File: src/rtl/idma_desc64_reg_mc.sv
// Multi-channel desc64 register block: per-channel DESC_ADDR/STATUS windows feeding descriptor FIFOs.
// Optional completion interrupts are enabled with `define IDMA_DESC64_REG_MC_IRQ_EN.
module idma_desc64_reg_mc #(
    parameter int unsigned           NumChannels = 4,
    parameter int unsigned           FifoDepth   = 4,
    parameter int unsigned           AddrWidth   = 12,
    parameter logic [AddrWidth-1:0]  BaseAddr    = '0
) (
    input  logic                         clk_i,
    input  logic                         rst_ni,
    input  logic                         reg_req_valid_i,
    output logic                         reg_req_ready_o,
    input  logic [AddrWidth-1:0]         reg_req_addr_i,
    input  logic                         reg_req_write_i,
    input  logic [63:0]                  reg_req_wdata_i,
    output logic                         reg_rsp_valid_o,
    output logic [63:0]                  reg_rsp_rdata_o,
    output logic                         reg_rsp_error_o,
    output logic [NumChannels-1:0]       desc_valid_o,
    output logic [NumChannels-1:0][63:0] desc_addr_o,
    input  logic [NumChannels-1:0]       desc_ready_i,
    input  logic [NumChannels-1:0]       busy_i,
    input  logic [NumChannels-1:0]       done_i,
    output logic [NumChannels-1:0]       irq_o
);
    localparam int unsigned PtrW = (FifoDepth > 1) ? $clog2(FifoDepth) : 1;
    localparam int unsigned CntW = PtrW + 1;
    localparam int unsigned ChW  = (NumChannels > 1) ? $clog2(NumChannels) : 1;

    logic [AddrWidth-1:0] off;
    logic [AddrWidth-5:0] ch_full;
    logic [3:0]           reg_sel;
    logic [ChW-1:0]       ch;
    logic                 dec_ok;
    logic                 is_desc;
    logic                 is_status;
    logic                 req_acc;
    logic [63:0]          status;
    logic [63:0]          rd_data;

    logic [NumChannels-1:0]            full;
    logic [NumChannels-1:0]            empty;
    logic [NumChannels-1:0]            push;
    logic [NumChannels-1:0]            pop;
    logic [NumChannels-1:0]            clr;
    logic [NumChannels-1:0]            irq_pend;
    logic [NumChannels-1:0][CntW-1:0]  fill;
    logic [NumChannels-1:0][63:0]      last_wr;
    logic [NumChannels-1:0][15:0]      done_cnt;

    logic        rsp_valid_p1;
    logic [63:0] rsp_rdata_p1;
    logic        rsp_error_p1;

    // Address decode; offsets beyond the channel range fold into ch_full so they decode as errors
    always_comb begin
        off       = reg_req_addr_i - BaseAddr;
        ch_full   = off[AddrWidth-1:4];
        reg_sel   = off[3:0];
        ch        = ch_full[ChW-1:0];
        dec_ok    = (reg_req_addr_i >= BaseAddr) && (32'(ch_full) < NumChannels)
                    && ((reg_sel == 4'h0) || (reg_sel == 4'h8));
        is_desc   = dec_ok && (reg_sel == 4'h0);
        is_status = dec_ok && (reg_sel == 4'h8);
    end

    // Stall is judged on registered fill state so a same-cycle pop cannot unblock it
    assign reg_req_ready_o = !(reg_req_valid_i && reg_req_write_i && is_desc && full[ch]);
    assign req_acc         = reg_req_valid_i && reg_req_ready_o;

    always_comb begin
        status        = '0;
        status[0]     = busy_i[ch] | !empty[ch];
        status[1]     = full[ch];
        status[2]     = irq_pend[ch];
        status[8 +: CntW] = fill[ch];
        status[31:16] = done_cnt[ch];
        rd_data       = '0;
        if (!reg_req_write_i) begin
            if (is_desc) begin
                rd_data = last_wr[ch];
            end else if (is_status) begin
                rd_data = status;
            end
        end
    end

    for (genvar c = 0; c < NumChannels; c++) begin : g_ch
        logic [63:0]     mem [FifoDepth];
        logic [PtrW-1:0] wptr;
        logic [PtrW-1:0] rptr;
        logic [CntW-1:0] cnt;
        logic [63:0]     last_q;
        logic [15:0]     done_q;

        assign full[c]         = (cnt == CntW'(FifoDepth));
        assign empty[c]        = (cnt == '0);
        assign push[c]         = req_acc && reg_req_write_i && is_desc && (ch == ChW'(c));
        assign pop[c]          = !empty[c] && desc_ready_i[c];
        assign clr[c]          = req_acc && !reg_req_write_i && is_status && (ch == ChW'(c));
        assign fill[c]         = cnt;
        assign last_wr[c]      = last_q;
        assign done_cnt[c]     = done_q;
        assign desc_valid_o[c] = !empty[c];
        assign desc_addr_o[c]  = mem[rptr];

        always_ff @(posedge clk_i) begin
            if (!rst_ni) begin
                wptr   <= '0;
                rptr   <= '0;
                cnt    <= '0;
                last_q <= '0;
                done_q <= '0;
            end else begin
                if (push[c]) begin
                    wptr   <= wptr + 1'b1;
                    last_q <= reg_req_wdata_i;
                end
                if (pop[c]) begin
                    rptr <= rptr + 1'b1;
                end
                case ({push[c], pop[c]})
                    2'b10:   cnt <= cnt + 1'b1;
                    2'b01:   cnt <= cnt - 1'b1;
                    default: cnt <= cnt;
                endcase
                if (done_i[c]) begin
                    done_q <= done_q + 16'd1;
                end
            end
        end

        // Storage is not reset; the pointers alone define which entries are live
        always_ff @(posedge clk_i) begin
            if (push[c]) begin
                mem[wptr] <= reg_req_wdata_i;
            end
        end
    end

`ifdef IDMA_DESC64_REG_MC_IRQ_EN
    // A done pulse coinciding with the clearing read wins, so no completion is lost
    always_ff @(posedge clk_i) begin
        if (!rst_ni) begin
            irq_pend <= '0;
        end else begin
            irq_pend <= (irq_pend & ~clr) | done_i;
        end
    end
    assign irq_o = irq_pend;
`else
    assign irq_pend = '0;
    assign irq_o    = '0;
`endif

    // Response stage: registered one cycle after acceptance
    always_ff @(posedge clk_i) begin
        if (!rst_ni) begin
            rsp_valid_p1 <= 1'b0;
            rsp_rdata_p1 <= '0;
            rsp_error_p1 <= 1'b0;
        end else begin
            rsp_valid_p1 <= req_acc;
            if (req_acc) begin
                rsp_rdata_p1 <= rd_data;
                rsp_error_p1 <= !dec_ok;
            end
        end
    end

    assign reg_rsp_valid_o = rsp_valid_p1;
    assign reg_rsp_rdata_o = rsp_rdata_p1;
    assign reg_rsp_error_o = rsp_error_p1;

endmodule

File: config.mk
export PLATFORM = sky130hd
export DESIGN_NAME = idma_desc64_reg_mc
export DESIGN_NICKNAME = d
export VERILOG_FILES = /design/src/rtl/idma_desc64_reg_mc.sv
export SDC_FILE = /design/constraint.sdc
export NUM_CORES = 2
export LEC_CHECK = 0
export CORE_UTILIZATION = 47
export CTS_CLUSTER_SIZE = 8
export DETAILED_ROUTE_END_ITERATION = 10
export GPL_ROUTABILITY_DRIVEN = 0
export PLACE_DENSITY = 0.67
export REMOVE_ABC_BUFFERS = 1
export SLEW_MARGIN = 20
export SYNTH_ARGS = -nofsm -noshare
export SYNTH_HDL_FRONTEND = slang
export SYNTH_SLANG_ARGS = --single-unit
File: constraint.sdc
create_clock -name clk_i -period 11.96 [get_ports clk_i]
set_input_delay 1.794 -clock clk_i [delete_from_list [all_inputs] [get_ports clk_i]]
set_output_delay 1.794 -clock clk_i [all_outputs]
set_load 0.1 [all_outputs]
Word-level counts from Yosys, hierarchy flattened --
Memories as Yosys holds them, arrays and structs flattened. A register that Yosys moved wholly into a read port is not among the register bits. Cells that the tools add are included.
Operators by class: muxes and demuxes 37, equal/unequal tests 16, order comparisons 3, bitwise operators 1, reduce and logical (&&, ||, !) cells 36, add/sub/neg operators 20
Operators with widths (count):
- $mux 64 | 3
- $bmux 64 s2 | 1
- $add 16x1->16 const B | 4
- $bmux 16 s2 | 1
- $mux 32 | 1
- $pmux 3 s2 | 4
- $logic_and 1x1->1 | 18
- $add 2x1->2 const B | 8
- $mux 16 | 1
- $mux 2 | 8
- $add 3x1->3 const B | 4
- $eq 2x2->1 const B | 6
- $eq 3x3->1 const B | 4
- $ge 12x1->1 const B | 1
- $logic_not 3->1 | 4
- $mux 1 | 12
- $sub 3x1->3 const B | 4
- $eq 2x1->1 const B | 5
- $bmux 1 s2 | 4
- $lt 8x3->1 const B | 1
- $reduce_bool 2->1 | 4
- $logic_not 1->1 | 7
- $bmux 3 s2 | 1
- $eq 4x4->1 const B | 1
- other kinds (6) | 6
Storage, ports and cells: register bits 414, output and inout bits 331, bits in writable memories 1024, bits of input ports 92, memories 4
Memories:
- g_ch[0].mem | depth 4, bits a word 64, read ports 1, clocked after memory_dff 1, wr ports 1, RTL line 89 | logic [63:0] mem [FifoDepth];
- g_ch[1].mem | depth 4, bits a word 64, read ports 1, clocked after memory_dff 1, wr ports 1, RTL line 89
- g_ch[2].mem | depth 4, bits a word 64, read ports 1, clocked after memory_dff 1, wr ports 1, RTL line 89
- g_ch[3].mem | depth 4, bits a word 64, read ports 1, clocked after memory_dff 1, wr ports 1, RTL line 89

Logic depth before layout (Yosys ltp) --
depth after elaboration 13, gate-level depth with buffers 12, gate-level depth less buffers 9

Worst setup path after synthesis --
No wires, ideal clock.
path kind input -> register, start in reg_req_addr_i[8], end mem g_ch[1].mem[0][0], enable pin, buffers on the path 2, setup time 0.487 ns, stages on the path 6, data arrival time 6.193 ns, path slack 5.280 ns, path through or4_4 > nor4_2 > nand3_1 > clkbuf_1 > clkbuf_1 > nor2_1
Between the ends: cells in the longest elaborated chain, start to end 13
RTL lines:
- start: declaration | RTL line 13 | input logic [AddrWidth-1:0] reg_req_addr_i,
- $ge 12x1->1 or $lt 8x3->1 (tied branches) | RTL line 61 | dec_ok = (reg_req_addr_i >= BaseAddr) && (32'(ch_full) < NumChannels)
- $logic_and 1x1->1 * | RTL line 61
- $logic_and 1x1->1 * | RTL line 62 | && ((reg_sel == 4'h0) || (reg_sel == 4'h8));
- $logic_and 1x1->1 * | RTL line 63 | is_desc = dec_ok && (reg_sel == 4'h0);
- $logic_and 1x1->1 (2 in a row) | RTL line 68 | assign reg_req_ready_o = !(reg_req_valid_i && reg_req_write_i && is_desc && full[ch]);
- $logic_not 1->1 | RTL line 68
- $logic_and 1x1->1 | RTL line 69 | assign req_acc = reg_req_valid_i && reg_req_ready_o;
- $logic_and 1x1->1 | RTL line 98 | assign push[c] = req_acc && reg_req_write_i && is_desc && (ch == ChW'(c));
- $logic_and 1x1->1 * (2 in a row) | RTL line 98
- $mux 1 * | RTL line 135 | if (push[c]) begin
- $mux 1 (not written as such) * | RTL line 136 | mem[wptr] <= reg_req_wdata_i;
- end: declaration | RTL line 89
Mark *: on every way between the ends. The rest lies on a longest branch, timed or not.

Worst setup path in the final report --
start in reg_req_addr_i[3], end out reg_req_ready_o
Between the ends: cells in the longest elaborated chain, start to end 7
RTL lines:
- $ge 12x1->1, or another cell as far along | RTL line 61
- $logic_and 1x1->1 or $logic_or 1x1->1 (tied branches) | RTL line 61, 62
- $logic_and 1x1->1 | RTL line 62
- $logic_and 1x1->1 * | RTL line 63
- $logic_and 1x1->1 * (2 in a row) | RTL line 68
- $logic_not 1->1 * | RTL line 68
- end: declaration | RTL line 12 | output logic reg_req_ready_o,
Marked as above.

==> qor.txt <==
STATUS
------------------------------------------------------------------------------------
Outcome                                                                 finished, violations left
Violated checks                                                         antenna violations

SYNTH
------------------------------------------------------------------------------------
Share of flip-flops with an asynchronous set or reset after synthesis             0%
Post-Synth Simple-Gate Area                                                    4.99%
Parity-gate share of the synthesized area counting xor and xnor cells          1.19%
Synth unique cells                                                                47
Main combinational cell family by area after synthesis                  multiplexers
Synth warn                                                                         0
Number of synthesized register bits                                             1446
Seq/Total Area, Yosys                                                          72.8%
Cell type with the largest total area after synthesis                   sky130_fd_sc_hd__edfxtp_1
Syn Inst Count                                                                  3082
Average cell area after synthesis                                         17.5 sq um
Proportion of synthesized area in mux cells                                    14.4%
Leading post-synthesis cells by cell area                               sky130_fd_sc_hd__edfxtp_1 (57%), sky130_fd_sc_hd__dfxtp_1 (16%), sky130_fd_sc_hd__mux4_2 (14%)
Cell area after technology mapping                                       53800 sq um
Adder-cell area share of the yosys netlist                                    0.707%
EDFF count, synth                                                               1024
Synthesized-area fraction occupied by ao, oa, aoi and oai cells                4.04%
Dominant register cell in the synthesized netlist                       sky130_fd_sc_hd__edfxtp_1
Area share of the largest cell type after synthesis                            57.1%

ROUTE
------------------------------------------------------------------------------------
Average routed wire per standard cell                                   25.5 microns
Detailed-route wire length                                                    133 mm
Iteration-0 DRC Markers                                                         2495
First drt pass iteration count                                                     7
Post-route ant nets                                                                1
Number of design rule violations left after detail routing                         0
DR vias                                                                        29400
Via density per instance                                                        5.64

DIE
------------------------------------------------------------------------------------
Full die area                                                           116000 sq um
Number of core rows                                                              123
I/O pins                                                                         423
Die H                                                                    340 microns
Die X-Extent                                                             340 microns
Total core area                                                         113000 sq um
Starting Density                                                               47.6%

PLACED DESIGN
------------------------------------------------------------------------------------
Estimated wirelength of the detail-placed design                             80.3 mm
Placed Cells incl. Taps                                                         4850
Port Buf Inserts                                                                 418

TIMING
------------------------------------------------------------------------------------
Pins over their slew limit                                                         0
Final setup skew                                                           0.0402 ns
Worst Max-Slew Pin Slew                                                      1.17 ns
Final setup viols                                                                  0
Setup Total Neg Slack                                                           0 ns
RSZ-0062 raised after global routing                                           false
Normalized max-slew margin                                                     22.0%
Max Clock Freq                                                             0.154 GHz
Final hold violation count                                                         0
Period utilisation layout                                                      54.2%
Final critical delay including setup and external delays                     6.48 ns

SETUP PATH
------------------------------------------------------------------------------------
Endpoint arrival time on the critical path                                   4.68 ns
Data required time of the critical path                                     10.17 ns
Maximum fanout count along the critical path                                       5
Worst Setup Start Kind                                                     input pin
Class of the most critical setup path                                      in -> out
Crit end category                                                        output port

FINAL LAYOUT
------------------------------------------------------------------------------------
Final cell count without fillers                                                5213
Number of fill cells in the layout                                              8550
Multi-input logic area                                                   13800 sq um
Area growth syn-to-layout                                                      21.7%
Area occupied by registers                                               39200 sq um
Number of nets in the finished design                                           3672
Layout cell share with drive strength beyond 1                                 17.4%

CLOCK NETWORK
------------------------------------------------------------------------------------
Clock tree from TritonCTS                                                      built
Total of cells resized after clock tree synthesis                                  0
Inserted Clock Buffers                                                           199
H-tree level count                                                                 4
Clk_lat worst skew                                                           0.78 ns
CTS clk-pin slew, worst paths                                                0.05 ns
Maximum clock path buffer count                                                    3
Buffers inserted during post-CTS setup optimization                                0
Root Buffer                                                             sky130_fd_sc_hd__clkbuf_16
# hold bufs at CTS                                                                 0
Clock tree sinks                                                                1446

GLOBAL ROUTING
------------------------------------------------------------------------------------
Number of global-route vias before repair                                      29300
Maximum number of pins on one net before global-route repair                     194
Initial antenna violation count                                                    4
Sum of overflow across all layers after global routing                             0
GRT Util Overall                                                               23.0%
Wire length of the first global-routing pass                                  196 mm

PWR
------------------------------------------------------------------------------------
Total power per unit cell area                                           164 nW/um^2
Maximum vdd ir drop                                                       0.000103 V
Leakage power of the design                                                  20.8 nW

HOLD PATH
------------------------------------------------------------------------------------
Kind of path behind the tightest hold check                               reg -> reg

RUN
------------------------------------------------------------------------------------
Number of violations of the max-capacitance limit                                  0

-- cell type report --
type | count | area share [%]
antenna | 5 | 0.0191
clock buffer | 343 | 8.51
clock inverter | 14 | 0.323
inverter | 45 | 0.258
multi-input combinational | 1391 | 21.0
sequential | 1446 | 59.9
tap | 1500 | 2.87
timing repair buffer | 469 | 7.06
-- registers in the layout, summed over array words and instances (netlist names), 8 cells and up, named ones only --
name,count
g_ch.cnt,12
reg_rsp_rdata_o,64
g_ch.wptr,8
g_ch.done_q,64
g_ch.last_q,256
g_ch.mem,1024
g_ch.rptr,8
-- layer usage --
layer	wire, microns	vias to the layer above	part of all wire [%]	GRT usage [%]
met5	59	-	0.044	0
met1	55800	15100	42	31.6
met2	65400	1013	49	37.5
met3	8550	179	6.4	4.56
met4	2830	8	2.1	6.52
li1	-	13100	-	-
-- cell families after synthesis --
family,count (synthesis)
flops,1446
simple gates,564
compound gates,374
mux,348
buf+inv,248
xor+xnor,73
fa+ha+maj,28
other cells,1
-- layout by cell type, fill, tap and decap left out, types with 48 or more instances in the layout --
cell                              count
sky130_fd_sc_hd__buf_4               48
sky130_fd_sc_hd__clkbuf_1           141
sky130_fd_sc_hd__clkbuf_16          201
sky130_fd_sc_hd__clkdlybuf4s50_1    415
sky130_fd_sc_hd__dfxtp_1            414
sky130_fd_sc_hd__edfxtp_1          1024
sky130_fd_sc_hd__mux4_2             339
sky130_fd_sc_hd__nand2_1             98
sky130_fd_sc_hd__nand3_1            279
sky130_fd_sc_hd__nor2_1              92
sky130_fd_sc_hd__o21ai_0            271
-- path summary, 6_finish.rpt --
kind                                                    from                            to  slack, ns  cells past startpoint
worst max-delay path                       reg_req_addr_i[3]               reg_req_ready_o       5.48                      5
worst min-delay path            reg_rsp_error_o$_SDFFE_PN0N_  reg_rsp_error_o$_SDFFE_PN0N_       0.46                      2
worst max register to register   g_ch[2].cnt[0]$_SDFFE_PN0P_  g_ch[2].mem[1][53]$_DFFE_PP_       8.43                      6
worst min register to register  reg_rsp_error_o$_SDFFE_PN0N_  reg_rsp_error_o$_SDFFE_PN0N_       0.46                      2
-- where the power goes --
group / internal [mW] / switching (mW)
registers: 5.37 / 0.00383
clock network: 3.13 / 2.04
logic: 0.0513 / 0.139
total: 8.55 / 2.18
-- cell usage after synthesis (all sizes together), types with 9 or more instances --
cell type	count
edfxtp	1024
dfxtp	422
mux4	339
nand3	281
o21ai	271
clkbuf	127
nor2	109
nand2	98
buf	76
inv	45
a22o	43
xor2	38
xnor2	35
ha	24
o2bb2ai	18
a21oi	16
or3	16
o22ai	15
nand4	13
nor3	10
mux2i	9
-- worst max-delay path: stages --
cell and delay, ns:
sky130_fd_sc_hd__clkdlybuf4s50_1 0.51, sky130_fd_sc_hd__or4_1 0.54, sky130_fd_sc_hd__nor4_2 0.66, sky130_fd_sc_hd__nand2_1 0.15, sky130_fd_sc_hd__clkdlybuf4s50_1 1.01
-- through the flow --
step                total power [mW]  setup slack [ns]  hold WS [ns]  cell area, sq um  utilization, %
finish                          10.7              5.48         0.460             65500            58.0
global route                    11.0              5.33         0.482             65500            57.9
CTS                             10.8              5.45         0.462             65400            57.9
detailed placement              5.66              5.46         0.446             59700            52.8
global placement                5.65              5.47         0.438             59600            52.8
floorplan                       5.52              3.01         0.438             53000               -
(Power assumes the default switching activity.)
